**config.mk**
```make
export PLATFORM = sky130hd
export DESIGN_NAME = mem_access_unit
export DESIGN_NICKNAME = d
export VERILOG_FILES = /design/src/rtl/mem_access_unit.sv
export SDC_FILE = /design/constraint.sdc
export NUM_CORES = 1
export LEC_CHECK = 0
export BUFFER_PORTS_ARGS = -buffer_cell sky130_fd_sc_hd__buf_4
export CORE_MARGIN = 3
export CORE_UTILIZATION = 40
export DETAILED_ROUTE_END_ITERATION = 12
export GPL_TIMING_DRIVEN = 0
export PLACE_DENSITY_LB_ADDON = 0.05
export SYNTH_ARGS = -nofsm -noshare
export SYNTH_HDL_FRONTEND = slang
export SYNTH_SLANG_ARGS = --single-unit
```
**constraint.sdc**
```tcl
create_clock -name clock -period 3.75 [get_ports clock]
set_input_delay 0.75 -clock clock [delete_from_list [all_inputs] [get_ports clock]]
set_output_delay 0.75 -clock clock [all_outputs]
set_load 0.01 [all_outputs]
```
**src/rtl/mem_access_unit.sv**
```systemverilog
// MEM-stage data-memory access unit: req/ack bus master for MIPS loads/stores,
// with byte-enable/lane formation, load extraction, pipeline stall and timeout abort.
module mem_access_unit #(
   parameter int unsigned MAX_WAIT = 255
) (
   input  logic        clock,
   input  logic        reset_n,
   input  logic        valid_in,
   input  logic [31:0] aluResult,
   input  logic [31:0] writeData,
   input  logic [4:0]  muxInst,
   input  logic [1:0]  WB,
   input  logic        memRead,
   input  logic        memWrite,
   input  logic [1:0]  memSize,
   input  logic        memUnsigned,
   input  logic [31:0] mem_rdata,
   input  logic        mem_ack,
   output logic        mem_req,
   output logic        mem_we,
   output logic [31:0] mem_addr,
   output logic [31:0] mem_wdata,
   output logic [3:0]  mem_be,
   output logic [31:0] readData,
   output logic [31:0] aluResultOut,
   output logic [4:0]  muxInstOut,
   output logic [1:0]  WBOut,
   output logic        stall,
   output logic        misaligned,
   output logic        bus_error
);

   typedef enum logic [1:0] {IDLE, BUSY, DONE} state_t;

   localparam logic [15:0] WAIT_LAST = 16'(MAX_WAIT - 1);

   state_t      state;
   logic [15:0] wait_cnt;
   logic [31:0] rdata_q;
   logic        err_q;

   logic        is_byte, is_half, is_word;
   logic        memop, align_ok;
   logic [1:0]  a;
   logic [3:0]  be_n;
   logic [31:0] wdata_n, shifted, load_n;

   always_comb begin
      a        = aluResult[1:0];
      is_byte  = (memSize == 2'b00);
      is_half  = (memSize == 2'b01);
      is_word  = memSize[1];
      memop    = valid_in & (memRead | memWrite);
      align_ok = is_byte | (is_half & ~a[0]) | (is_word & (a == 2'b00));

      be_n    = 4'b1111;
      wdata_n = writeData;
      if (is_byte) begin
         be_n    = 4'b0001 << a;
         wdata_n = {4{writeData[7:0]}};
      end else if (is_half) begin
         be_n    = 4'b0011 << a;
         wdata_n = {2{writeData[15:0]}};
      end

      shifted = mem_rdata >> {a, 3'b000};
      load_n  = shifted;
      if (is_byte)
         load_n = memUnsigned ? {24'h000000, shifted[7:0]} : {{24{shifted[7]}}, shifted[7:0]};
      else if (is_half)
         load_n = memUnsigned ? {16'h0000, shifted[15:0]} : {{16{shifted[15]}}, shifted[15:0]};
   end

   always_ff @(posedge clock or negedge reset_n) begin
      if (!reset_n) begin
         state     <= IDLE;
         mem_req   <= 1'b0;
         mem_we    <= 1'b0;
         mem_addr  <= '0;
         mem_wdata <= '0;
         mem_be    <= '0;
         rdata_q   <= '0;
         err_q     <= 1'b0;
         wait_cnt  <= '0;
      end else begin
         case (state)
            IDLE: begin
               if (memop && align_ok) begin
                  state     <= BUSY;
                  mem_req   <= 1'b1;
                  mem_we    <= memWrite & ~memRead;
                  mem_addr  <= {aluResult[31:2], 2'b00};
                  mem_be    <= be_n;
                  mem_wdata <= wdata_n;
                  wait_cnt  <= '0;
               end
            end
            BUSY: begin
               // ack is checked first so it wins over a coincident timeout
               if (mem_ack) begin
                  mem_req <= 1'b0;
                  rdata_q <= memRead ? load_n : '0;
                  err_q   <= 1'b0;
                  state   <= DONE;
               end else if (wait_cnt == WAIT_LAST) begin
                  mem_req <= 1'b0;
                  rdata_q <= '0;
                  err_q   <= 1'b1;
                  state   <= DONE;
               end else begin
                  wait_cnt <= wait_cnt + 16'd1;
               end
            end
            DONE: begin
               err_q <= 1'b0;
               state <= IDLE;
            end
            default: state <= IDLE;
         endcase
      end
   end

   // Combinational outputs are gated so everything reads 0 during reset.
   always_comb begin
      stall        = reset_n & memop & align_ok & (state != DONE);
      misaligned   = reset_n & memop & ~align_ok;
      readData     = (reset_n && state == DONE) ? rdata_q : '0;
      bus_error    = reset_n & (state == DONE) & err_q;
      aluResultOut = reset_n ? aluResult : '0;
      muxInstOut   = reset_n ? muxInst : '0;
      if (!reset_n || !valid_in)
         WBOut = 2'b00;
      else if (state == DONE)
         WBOut = err_q ? 2'b00 : WB;
      else if (memop && !align_ok)
         WBOut = 2'b00;
      else
         WBOut = WB;
   end

endmodule
```
=== Word-level counts from Yosys, hierarchy flattened ===
Index checks and enable logic that the tools add are counted.
Widths: inputs -> output; s select.

* $mul: 0
* Mux-type cells: 33
* $lt $le $gt $ge: 0
* Divide/modulo/power cells: 0
* Add/sub/neg operators: 1
* Bitwise logic cells: 16
* Shift-type cells: 3
* Equality and inequality tests: 9
* Reduce and logical (&&, ||, !) cells: 19

{| class="wikitable"
|+ Operator list
! kind !! count
|-
| $mux 32 || 11
|-
| $mux 16 || 3
|-
| $pmux 16 s2 || 1
|-
| $shr 32x5->32 || 1
|-
| $add 16x1->16 const B || 1
|-
| $eq 16x8->1 const B || 1
|-
| $mux 2 || 7
|-
| $and 1x1->1 || 10
|-
| $mux 4 || 2
|-
| $ne 2x2->1 const B || 4
|-
| $reduce_and 2->1 || 4
|-
| $logic_not 2->1 || 3
|-
| $reduce_bool 2->1 || 3
|-
| $mux 1 || 5
|-
| $mux 5 || 1
|-
| $eq 2x1->1 const B || 2
|-
| $pmux 1 s2 || 2
|-
| $pmux 2 s2 || 1
|-
| $reduce_and 4->1 || 1
|-
| $shl 1x2->4 const A || 1
|-
| $shl 2x2->4 const A || 1
|-
| $logic_and 1x1->1 || 3
|-
| $logic_not 1->1 || 3
|-
| $ne 3x3->1 const B || 1
|-
| other kinds (5) || 9
|}

* Bits in writable memories: 0
* Output and inout port bits: 144
* Bits in registers: 119
* Latch bits: 0
* Memories: 0
* ROM bits: 0

=== Logic depth before layout (Yosys ltp) ===
Gate-level depths: netlist (run 1).

* Depth after elaboration: 9
* Depth in mapped cells: 9
* Gate-level depth less buffers: 6

=== Least setup slack after synthesis (run 1) ===
No wires, ideal clock.

* Path kind: input to output
* Start: input port aluResult[1]
* End: output port misaligned
* Required time: 3000 ps
* Slack: 587 ps
* Arrival: 2413 ps
* Cell stages on the path: 7
* Cells stage by stage: buf_2 -> inv_1 -> clkbuf_1 -> ha_1 -> o21ai_0 -> clkbuf_1 -> nor3b_1

* Longest elaborated chain between the ends: 5

{| class="wikitable"
|+ Ends and longest elaborated chain
! what !! RTL line !! source
|-
| start: declaration || 9 || <nowiki>input logic [31:0] aluResult,</nowiki>
|-
| $logic_not 2->1 || 54 || <nowiki>align_ok = is_byte | (is_half & ~a[0]) | (is_word & (a == 2'b00));</nowiki>
|-
| $and 1x1->1 || 54 ||
|-
| $or 1x1->1 || 54 ||
|-
| $not 1->1 || 126 || <nowiki>misaligned = reset_n & memop & ~align_ok;</nowiki>
|-
| $and 1x1->1 || 126 ||
|-
| end: declaration || 29 || <nowiki>output logic misaligned,</nowiki>
|}

No other way between the ends.

=== Final worst setup path (run 1) ===
Ends and elaborated chain as after synthesis.

==> results of run 1 <==
## critical path, cell delays in order
cell     delay, ns
buf_4         0.13
buf_2         0.28
inv_1         0.29
ha_1          0.30
o21ai_1       0.27
buf_2         0.29
nor3b_1       0.28
buf_4         0.17
## final timing paths
path | start | end | slack [ns] | cells after the start
min in group clock | wait_cnt[15]$_DFFE_PN0P_ | wait_cnt[15]$_DFFE_PN0P_ | 0.48 | 1
worst max-delay path | aluResult[1] | misaligned | 0.22 | 8
worst min register to register | wait_cnt[15]$_DFFE_PN0P_ | wait_cnt[15]$_DFFE_PN0P_ | 0.48 | 1
max in group asynchronous | reset_n | rdata_q[13]$_DFFE_PN0P_ | 2.69 | 2
worst max register to register | state[1]$_DFFE_PN0P_ | rdata_q[22]$_DFFE_PN0P_ | 1.39 | 5
worst min-delay path | reset_n | wait_cnt[3]$_DFFE_PN0P_ | 0.32 | 1
## cell families after synthesis
family                     count (synthesis)  share of synthesized area
buffers and inverters                     58                     0.0412
other                                      1                   0.000585
DFF                                      119                      0.464
and+or+nand+nor                          181                      0.160
adders and majority gates                  6                     0.0117
muxes                                     92                      0.165
AOI/OAI and AO/OA                        164                      0.157
## registers in the layout, indices dropped and copies added (netlist names)
name / cells
err_q: 1
mem_addr: 30
mem_be: 4
mem_req: 1
mem_wdata: 32
mem_we: 1
rdata_q: 32
state: 2
wait_cnt: 16
## final cells by class
type | instances | area, sq um
Fill cell | 1329 | 6190
Buffer | 46 | 221
Clock inverter | 12 | 174
Inverter | 10 | 37.5
Timing Repair Buffer | 253 | 1920
Sequential cell | 119 | 2980
Clock buffer | 20 | 467
Tap cell | 211 | 264
Multi-Input combinational cell | 445 | 3170
## layout by cell type, fill, tap and decap left out, drive strengths merged, types with 8 or more instances in the layout
cell type | netlist | routed
buf | 17 | 270
dfrtp | 119 | 119
and2 | 39 | 39
and3 | 35 | 35
nor2b | 9 | 9
a21oi | 28 | 28
nand2 | 26 | 26
a22o | 24 | 24
inv | 10 | 10
o21ai | 83 | 83
mux2i | 45 | 45
nand3 | 8 | 8
o2bb2ai | 8 | 8
clkbuf | 31 | 49
nor2 | 28 | 28
mux2 | 47 | 47
## through the flow
step | utilization | setup TNS (ns) | cell area (sq um)
global placement | 0.556 | -0.461 | 8570
CTS | 0.599 | 0 | 9250
global route | 0.599 | 0 | 9240
detailed placement | 0.558 | -0.552 | 8600
finish | 0.599 | 0 | 9240
floorplan | - | 0 | 6410
## per-layer routing
metal	part of all wire	global-route usage	vias up
met3	0.082	0.0916	28
li1	-	-	2789
met1	0.40	0.286	2910
met5	0	0	-
met2	0.50	0.412	226
met4	0.018	0.0681	0
## cell usage after synthesis, types with 8 or more instances
master	instances	area, sq um
nor2b_1	9	56.3
o21ai_0	82	410
mux2_4	21	315
and2_1	39	244
clkbuf_1	31	116
nand2_1	26	97.6
and3_1	35	219
a21oi_1	28	140
o2bb2ai_1	8	70.1
dfrtp_1	119	2980
a22o_1	24	210
mux2_2	26	293
inv_1	10	37.5
mux2i_1	45	450
nor2_1	28	105
## where the power goes
part | switching, mW | leakage [nW] | total (mW) | internal, mW
registers | 0.224 | 1.51 | 1.86 | 1.64
logic | 0.641 | 2.79 | 1.40 | 0.761
clock network | 0.591 | 0.304 | 1.75 | 1.16
total | 1.46 | 4.61 | 5.01 | 3.56
==> impl_metrics.env, run 1 <==
export IMPL_fin_crit_ns=3.53
export IMPL_io_pins=256
export IMPL_antenna_found_initial=0
export IMPL_synthArstFlopShare=1.00
export IMPL_hold_buffers=0
export IMPL_start_util=0.416
export IMPL_gp_congestion=0.842
export IMPL_synth_edff_count=0
export IMPL_crit_required_ns=3.00
export IMPL_core_region_area_sq_um=15400
export IMPL_htreeDepth=4
export IMPL_ys_seq_area_frac=0.464
export IMPL_startpoint_type="primary input"
export IMPL_cts_tree="yes"
export IMPL_clk_pin_slew_ns=0.05
export IMPL_root_buffer="clkbuf_16"
export IMPL_die_w_um=133
export IMPL_dpl_hpwl_um=16500
export IMPL_clockBufferDepth=2
export IMPL_portBuffers=252
export IMPL_grt_max_degree=66
export IMPL_finalHoldViolations=0
export IMPL_yosysUniqueCellTypes=53
export IMPL_dieHeight_um=133
export IMPL_grt_pass1_vias=6353
export IMPL_syn_area_sq_um=6410
export IMPL_drv_cap=0
export IMPL_drv_slew=0
export IMPL_pre_cts_ws_ns=-0.176
export IMPL_drt_iter0_drc=379
export IMPL_crit_type="primary input to output port"
export IMPL_vias=5953
export IMPL_wl_per_cell_um=19.0
export IMPL_synth_flop_cell="dfrtp_1"
export IMPL_rsz0062_at_grt="no"
export IMPL_antenna_left=0
export IMPL_power_total_mw=5.01
export IMPL_grt_ovfl_total=0
export IMPL_first_pass_iters=5
export IMPL_peakVddDrop_v=0.000354
export IMPL_placementRows=45
export IMPL_timing_final_crit_share=0.942
export IMPL_syn_to_final_growth_pct=44.1
export IMPL_skew_ns=0.00823
export IMPL_worstPathMaxFanout=16
export IMPL_arrival_ns=2.78
export IMPL_status="complete, no violations"
export IMPL_fin_ws_ns=0.217
export IMPL_hold_path_class="primary input to asynchronous set/reset pin"
export IMPL_final_nets=1010
export IMPL_ys_ff_latch=119
export IMPL_cts_sinks=119
export IMPL_holdWs_ns=0.323
export IMPL_max_freq_mhz=283
export IMPL_yosysWarnings=0
export IMPL_drive_above_1_share=0.390
export IMPL_netlist_instances=621
export IMPL_placed_cells=1086
export IMPL_end_kind="output port"
export IMPL_dieArea_sq_um=17600
export IMPL_grt_usage=0.242
export IMPL_n_antenna_cell=0
export IMPL_numCtsBuffers=17
export IMPL_setup_viol=0
export IMPL_cts_resized=3
export IMPL_slew_headroom=0.366
export IMPL_clk_latency_ns=0.42
export IMPL_post_cts_setup_buffers=0
export IMPL_tightest_slew_ns=0.944
export IMPL_drc=0
export IMPL_totalWireLength_um=21200
export IMPL_fin_cells=1116
export IMPL_routed_via_density=5.33
export IMPL_power_density_nw_per_um2=543
export IMPL_grt_pass1_wl_um=33900
export IMPL_leakage_nw=4.61
export IMPL_syn_avg_cell_area_sq_um=10.3
Note: power is estimated with default switching activity, not from simulation.
==> run 2: changes to the inputs <==
--- a/config.mk
+++ b/config.mk
@@ -5,6 +5,7 @@
 export SDC_FILE = /design/constraint.sdc
 export NUM_CORES = 1
 export LEC_CHECK = 0
+export ABC_AREA = 1
 export BUFFER_PORTS_ARGS = -buffer_cell sky130_fd_sc_hd__buf_4
 export CORE_MARGIN = 3
 export CORE_UTILIZATION = 40
==> run 2 against run 1 <==
Net effect:
- power shrank 2.4%
- sequential power is 2% lower
- synthesized area is 4.6% higher
- hold slack got worse by 0.060 ns
- utilization fell by 0.85 points
- largest power group unchanged
==> impl_metrics.env, run 2 <==
export IMPL_status="complete, no violations"
export IMPL_max_freq_mhz=292
export IMPL_synthMuxAreaShare=0
export IMPL_startpoint_type="primary input"
export IMPL_crit_type="primary input to output port"
export IMPL_netlist_top_cells_count="nand2_1, dfrtp_1, nor2_1, inv_1, nand3_1"
export IMPL_multi_input_area_sq_um=3040
export IMPL_routed_via_density=4.70
export IMPL_syn_area_sq_um=6710
export IMPL_cts_sinks=119
export IMPL_tightest_slew_ns=0.594
export IMPL_fin_ws_ns=0.321
export IMPL_io_pins=256
export IMPL_leakage_nw=5.23
export IMPL_drt_iter0_drc=387
export IMPL_clk_latency_ns=0.42
export IMPL_grtUsageMet3=0.0583
export IMPL_fin_crit_ns=3.43
export IMPL_clk_pin_slew_ns=0.06
export IMPL_numCtsBuffers=17
export IMPL_synth_most_common_cell="nand2_1"
export IMPL_hold_buffers=0
export IMPL_placed_cells=1413
export IMPL_yosysWarnings=0
export IMPL_drive_above_1_share=0.287
export IMPL_dieArea_sq_um=18400
export IMPL_synthAdderAreaFrac=0.0112
export IMPL_yosysUniqueCellTypes=38
export IMPL_synth_flop_cell="dfrtp_1"
export IMPL_final_cell_mix="nand2_1, buf_4, dfrtp_1"
export IMPL_grt_pass1_wl_um=34300
export IMPL_crit_path_end="WBOut[0]"
export IMPL_fin_cells=1444
export IMPL_yosys_top_cells_area="dfrtp_1, nand2_1, nor2_1"
export IMPL_synth_compound_area_frac=0.0920
export IMPL_htreeDepth=4
export IMPL_layout_commonest_cell="nand2_1"
export IMPL_start_util=0.416
export IMPL_timing_rr_start="wait_cnt[0]$_DFFE_PN0P_"
export IMPL_arrival_ns=2.68
export IMPL_totalWireLength_um=21700
export IMPL_hold_path_class="primary input to asynchronous set/reset pin"
export IMPL_synth_top_area_frac=0.444
export IMPL_grt_usage=0.237
export IMPL_syn_to_final_growth_pct=41.9
export IMPL_synth_edff_count=0
export IMPL_die_w_um=135
export IMPL_syn_avg_cell_area_sq_um=7.11
export IMPL_gp_congestion=0.860
export IMPL_peakVddDrop_v=0.000331
export IMPL_wl_per_cell_um=15.0
export IMPL_power_density_nw_per_um2=514
export IMPL_worstPathMaxFanout=11
export IMPL_fillers=1532
export IMPL_r2r_slack_ns=2.14
export IMPL_netlist_instances=943
export IMPL_drv_cap=0
export IMPL_finalHoldViolations=0
export IMPL_setup_viol=0
export IMPL_dieHeight_um=135
export IMPL_placementRows=46
export IMPL_drv_slew=0
export IMPL_synthArstFlopShare=1.00
export IMPL_synthSimpleGateAreaFrac=0.338
export IMPL_ys_seq_area_frac=0.444
export IMPL_busiest_layer="met2"
export IMPL_met1_usage=0.314
export IMPL_seq_area_sq_um=2980
export IMPL_final_nets=1333
export IMPL_grt_ovfl_total=0
export IMPL_skew_ns=0.00690
export IMPL_root_buffer="clkbuf_16"
export IMPL_slew_headroom=0.604
export IMPL_portBuffers=252
export IMPL_met2_usage=0.384
export IMPL_clockBufferDepth=2
export IMPL_grt_pass1_vias=6372
export IMPL_synth_largest_area_cell="dfrtp_1"
export IMPL_top_regs="mem_wdata: 32 flops, rdata_q: 32 flops, mem_addr: 30 flops"
export IMPL_startpoint="aluResult[1]"
export IMPL_synthXorXnorAreaFrac=0.0104
export IMPL_ys_ff_latch=119
export IMPL_antenna_found_initial=0
export IMPL_rr_worst_depth=7
export IMPL_dpl_hpwl_um=16900
export IMPL_first_pass_iters=5
export IMPL_timing_final_crit_share=0.914
export IMPL_antenna_left=0
export IMPL_crit_required_ns=3.00
export IMPL_n_antenna_cell=0
export IMPL_rsz0062_at_grt="no"
export IMPL_r2r_end="wait_cnt[14]$_DFFE_PN0P_"
export IMPL_grt_max_degree=80
export IMPL_cts_tree="yes"
export IMPL_synth_top_family_by_area="simple AND/OR/NAND/NOR gates"
export IMPL_core_region_area_sq_um=16100
export IMPL_vias=6794
export IMPL_pre_cts_ws_ns=0.0439
export IMPL_drc=0
export IMPL_end_kind="output port"
==> run 2: cell types whose count changed in the layout (fill, tap and decap cells not counted), sizes merged, moves of 24 or more <==
| cell | previous run | this run |
|---|---|---|
| nand2 | 26 | 382 |
| inv | 10 | 113 |
| nor2 | 28 | 114 |
| mux2 | 47 | 0 |
| mux2i | 45 | 0 |
| and2 | 39 | 1 |
| nand3 | 8 | 46 |
| and3 | 35 | 0 |
| o21ai | 83 | 57 |
| a22o | 24 | 0 |
==> run 2: critical path, cell delays in order <==
cell and delay (ns):
buf_4 0.13, inv_1 0.16, clkbuf_1 0.43, ha_1 0.24, inv_1 0.05, nand2_1 0.12
nand2_2 0.12, and2_1 0.18, nand2_1 0.08, nand3_1 0.07, nor2_1 0.18, buf_4 0.16
==> run 2: through the flow <==
stage	util	setup TNS [ns]	area, sq um	power, mW	hold WS, ns
final	0.590	0	9510	4.89	0.263
after CTS	0.591	0	9520	4.95	0.266
after global placement	0.550	-14.74	8870	3.22	0.456
after global routing	0.590	0	9510	5.19	0.276
after floorplan	-	0	6710	2.49	0.449
after detailed placement	0.552	0	8900	3.25	0.460
==> run 2: layout make-up <==
cell class / instances / share of cell area
Clock buffer: 18 / 0.0462
Timing Repair Buffer: 253 / 0.202
Tap cell: 216 / 0.0284
Inverter: 111 / 0.0441
Buffer: 44 / 0.0285
Multi-Input combinational cell: 669 / 0.319
Clock inverter: 14 / 0.0184
Sequential cell: 119 / 0.313
==> run 2: worst min path at each step <==
stage                                    startpoint                         to  slack, ns  depth (start not counted)
after global placement    mem_wdata[31]$_DFFE_PN0P_  mem_wdata[31]$_DFFE_PN0P_       0.46                          2
final                                       reset_n    wait_cnt[0]$_DFFE_PN0P_       0.26                          1
after floorplan                             reset_n          err_q$_DFFE_PN0P_       0.45                          0
after CTS                                   reset_n   wait_cnt[10]$_DFFE_PN0P_       0.27                          1
after detailed placement   mem_addr[31]$_DFFE_PN0P_   mem_addr[31]$_DFFE_PN0P_       0.46                          2
after global routing                        reset_n    wait_cnt[0]$_DFFE_PN0P_       0.28                          1
==> run 2: cell families (layout without fill, tap and decap cells) <==
| group | count (synthesis) | count (layout) |
|---|---|---|
| and+or+nand+nor | 551 | 551 |
| other | 1 | 2 |
| buffers and inverters | 156 | 440 |
| DFF | 119 | 119 |
| adders and majority gates | 6 | 6 |
| AOI/OAI and AO/OA | 102 | 102 |
| xor gates and xnor gates | 8 | 8 |
==> run 2: what timing repair did <==
action | 4_1_cts | 5_1_grt
setup buffers | 0 | 0
gates resized for setup | 0 | 0
endpoints found under the setup margin | 0 | 20
==> run 2: layer usage <==
metal / share of wire / routed length, um
met4: 0.021 / 451
met3: 0.067 / 1460
met5: 0 / 0
met2: 0.48 / 10400
met1: 0.43 / 9340
==> run 2: report_power, final <==
| part | switching (mW) | internal (mW) | leakage (nW) |
|---|---|---|---|
| clock | 0.616 | 1.07 | 0.293 |
| sequential | 0.189 | 1.63 | 1.51 |
| combinational | 0.752 | 0.640 | 3.43 |
| total | 1.56 | 3.34 | 5.23 |
==> run 3: changes to the inputs <==
--- a/config.mk
+++ b/config.mk
@@ -8,10 +8,11 @@
 export ABC_AREA = 1
 export BUFFER_PORTS_ARGS = -buffer_cell sky130_fd_sc_hd__buf_4
 export CORE_MARGIN = 3
-export CORE_UTILIZATION = 40
+export CORE_UTILIZATION = 44
 export DETAILED_ROUTE_END_ITERATION = 12
 export GPL_TIMING_DRIVEN = 0
 export PLACE_DENSITY_LB_ADDON = 0.05
+export SLEW_MARGIN = 20
 export SYNTH_ARGS = -nofsm -noshare
 export SYNTH_HDL_FRONTEND = slang
 export SYNTH_SLANG_ARGS = --single-unit
==> run 3 against run 2 <==
Net effect:
- via count up 1.9%
- hold slack got worse by 0.066 ns
- utilization grew 5.6 points
- non-clock buffer count is 1 higher
- wire length increased by 0.60%
- largest power group unchanged
==> impl_metrics.env, run 3 (synthesis results as in run 2) <==
export IMPL_rsz0062_at_grt="no"
export IMPL_clk_latency_ns=0.42
export IMPL_drv_cap=0
export IMPL_grt_pass1_vias=6524
export IMPL_status="complete, no violations"
export IMPL_drv_slew=0
export IMPL_dpl_hpwl_um=16600
export IMPL_final_cell_mix="nand2_1, buf_4, dfrtp_1"
export IMPL_final_nets=1334
export IMPL_top_regs="mem_wdata: 32 flops, rdata_q: 32 flops, mem_addr: 30 flops"
export IMPL_root_buffer="clkbuf_16"
export IMPL_cts_tree="yes"
export IMPL_startpoint_type="primary input"
export IMPL_drc=0
export IMPL_antenna_found_initial=0
export IMPL_start_util=0.456
export IMPL_crit_path_end="WBOut[0]"
export IMPL_n_antenna_cell=0
export IMPL_startpoint="aluResult[1]"
export IMPL_io_pins=256
export IMPL_fillers=1391
export IMPL_totalWireLength_um=21800
export IMPL_post_cts_setup_buffers=0
export IMPL_first_pass_iters=5
export IMPL_hold_buffers=0
export IMPL_peakVddDrop_v=0.000312
export IMPL_syn_to_final_growth_pct=41.7
export IMPL_grt_max_degree=88
export IMPL_timing_rr_start="wait_cnt[0]$_DFFE_PN0P_"
export IMPL_holdWs_ns=0.198
export IMPL_postLayoutCoreUtil=0.646
export IMPL_rr_worst_depth=7
export IMPL_r2r_end="wait_cnt[14]$_DFFE_PN0P_"
export IMPL_end_kind="output port"
export IMPL_core_region_area_sq_um=14700
export IMPL_cts_sinks=119
export IMPL_placementRows=44
export IMPL_wl_per_cell_um=15.4
export IMPL_portBuffers=252
export IMPL_worstPathMaxFanout=11
export IMPL_timing_final_crit_share=0.934
export IMPL_hold_path_class="primary input to asynchronous set/reset pin"
export IMPL_grt_ovfl_total=0
export IMPL_skew_ns=0.00794
export IMPL_leakage_nw=5.25
export IMPL_crit_required_ns=3.00
export IMPL_power_density_nw_per_um2=523
export IMPL_tightest_slew_ns=0.708
export IMPL_drive_above_1_share=0.284
export IMPL_antenna_left=0
export IMPL_finalHoldViolations=0
export IMPL_dieArea_sq_um=16800
export IMPL_htreeDepth=4
export IMPL_clk_pin_slew_ns=0.05
export IMPL_slew_headroom=0.528
export IMPL_arrival_ns=2.75
export IMPL_drt_iter0_drc=568
export IMPL_grt_pass1_wl_um=34100
export IMPL_fin_crit_ns=3.50
export IMPL_cts_resized=0
export IMPL_r2r_slack_ns=2.16
export IMPL_numCtsBuffers=17
export IMPL_clockBufferDepth=2
export IMPL_crit_type="primary input to output port"
export IMPL_grt_usage=0.259
export IMPL_die_w_um=129
export IMPL_routed_via_density=4.90
export IMPL_vias=6924
export IMPL_setup_viol=0
export IMPL_layout_commonest_cell="nand2_1"
export IMPL_max_freq_mhz=286
export IMPL_gp_congestion=0.890
export IMPL_dieHeight_um=129
## run 3: worst min path at each step
| stage | from | endpoint | slack [ns] | cells after the start |
|---|---|---|---|---|
| 6_report | reset_n | wait_cnt[6]$_DFFE_PN0P_ | 0.20 | 1 |
| 5_1_grt | reset_n | wait_cnt[6]$_DFFE_PN0P_ | 0.21 | 1 |
| 4_1_cts | reset_n | wait_cnt[6]$_DFFE_PN0P_ | 0.20 | 1 |
| 3_5_place_dp | mem_addr[25]$_DFFE_PN0P_ | mem_addr[25]$_DFFE_PN0P_ | 0.46 | 2 |
| 3_3_place_gp | mem_addr[28]$_DFFE_PN0P_ | mem_addr[28]$_DFFE_PN0P_ | 0.46 | 2 |
| 2_1_floorplan | reset_n | err_q$_DFFE_PN0P_ | 0.45 | 0 |
## run 3: report_power, final
| group | internal [mW] | total (mW) | switching (mW) |
|---|---|---|---|
| logic | 0.641 | 1.40 | 0.759 |
| registers | 1.63 | 1.82 | 0.192 |
| clock network | 1.18 | 1.75 | 0.571 |
| total | 3.45 | 4.97 | 1.52 |
## run 3: final cells by class
type,count,area [sq um],share of cell area
Inverter,111,419,0.0441
Clock inverter,7,141,0.0149
Buffer,45,275,0.0290
Sequential cell,119,2980,0.313
Tap cell,184,230,0.0242
Clock buffer,24,492,0.0518
Timing Repair Buffer,253,1930,0.203
Multi-Input combinational cell,669,3040,0.320
## run 3: worst max-delay path, stage by stage
cell      delay (ns)
buf_4           0.13
inv_1           0.16
clkbuf_1        0.44
ha_1            0.25
inv_1           0.06
nand2_1         0.13
nand2_2         0.12
and2_1          0.17
nand2_1         0.08
nand3_1         0.07
nor2_1          0.21
buf_4           0.17
## run 3: metal layers
layer | share of wire | track usage | vias to the layer above
met2 | 0.48 | 0.425 | 238
met1 | 0.42 | 0.339 | 3188
li1 | - | - | 3459
met3 | 0.065 | 0.0573 | 39
met5 | 0 | 0 | -
met4 | 0.026 | 0.0954 | 0
## run 3: metrics by stage
step	power, mW	TNS, ns	worst slack, ns	cell area, sq um	instances
2_1_floorplan	2.49	0	0.948	6710	944
3_3_place_gp	3.21	-11.53	-0.317	8830	1380
3_5_place_dp	3.25	0	0.224	8870	1381
4_1_cts	5.02	0	0.223	9500	1412
5_1_grt	5.26	0	0.0290	9500	1412
6_report	4.97	0	0.249	9500	1412
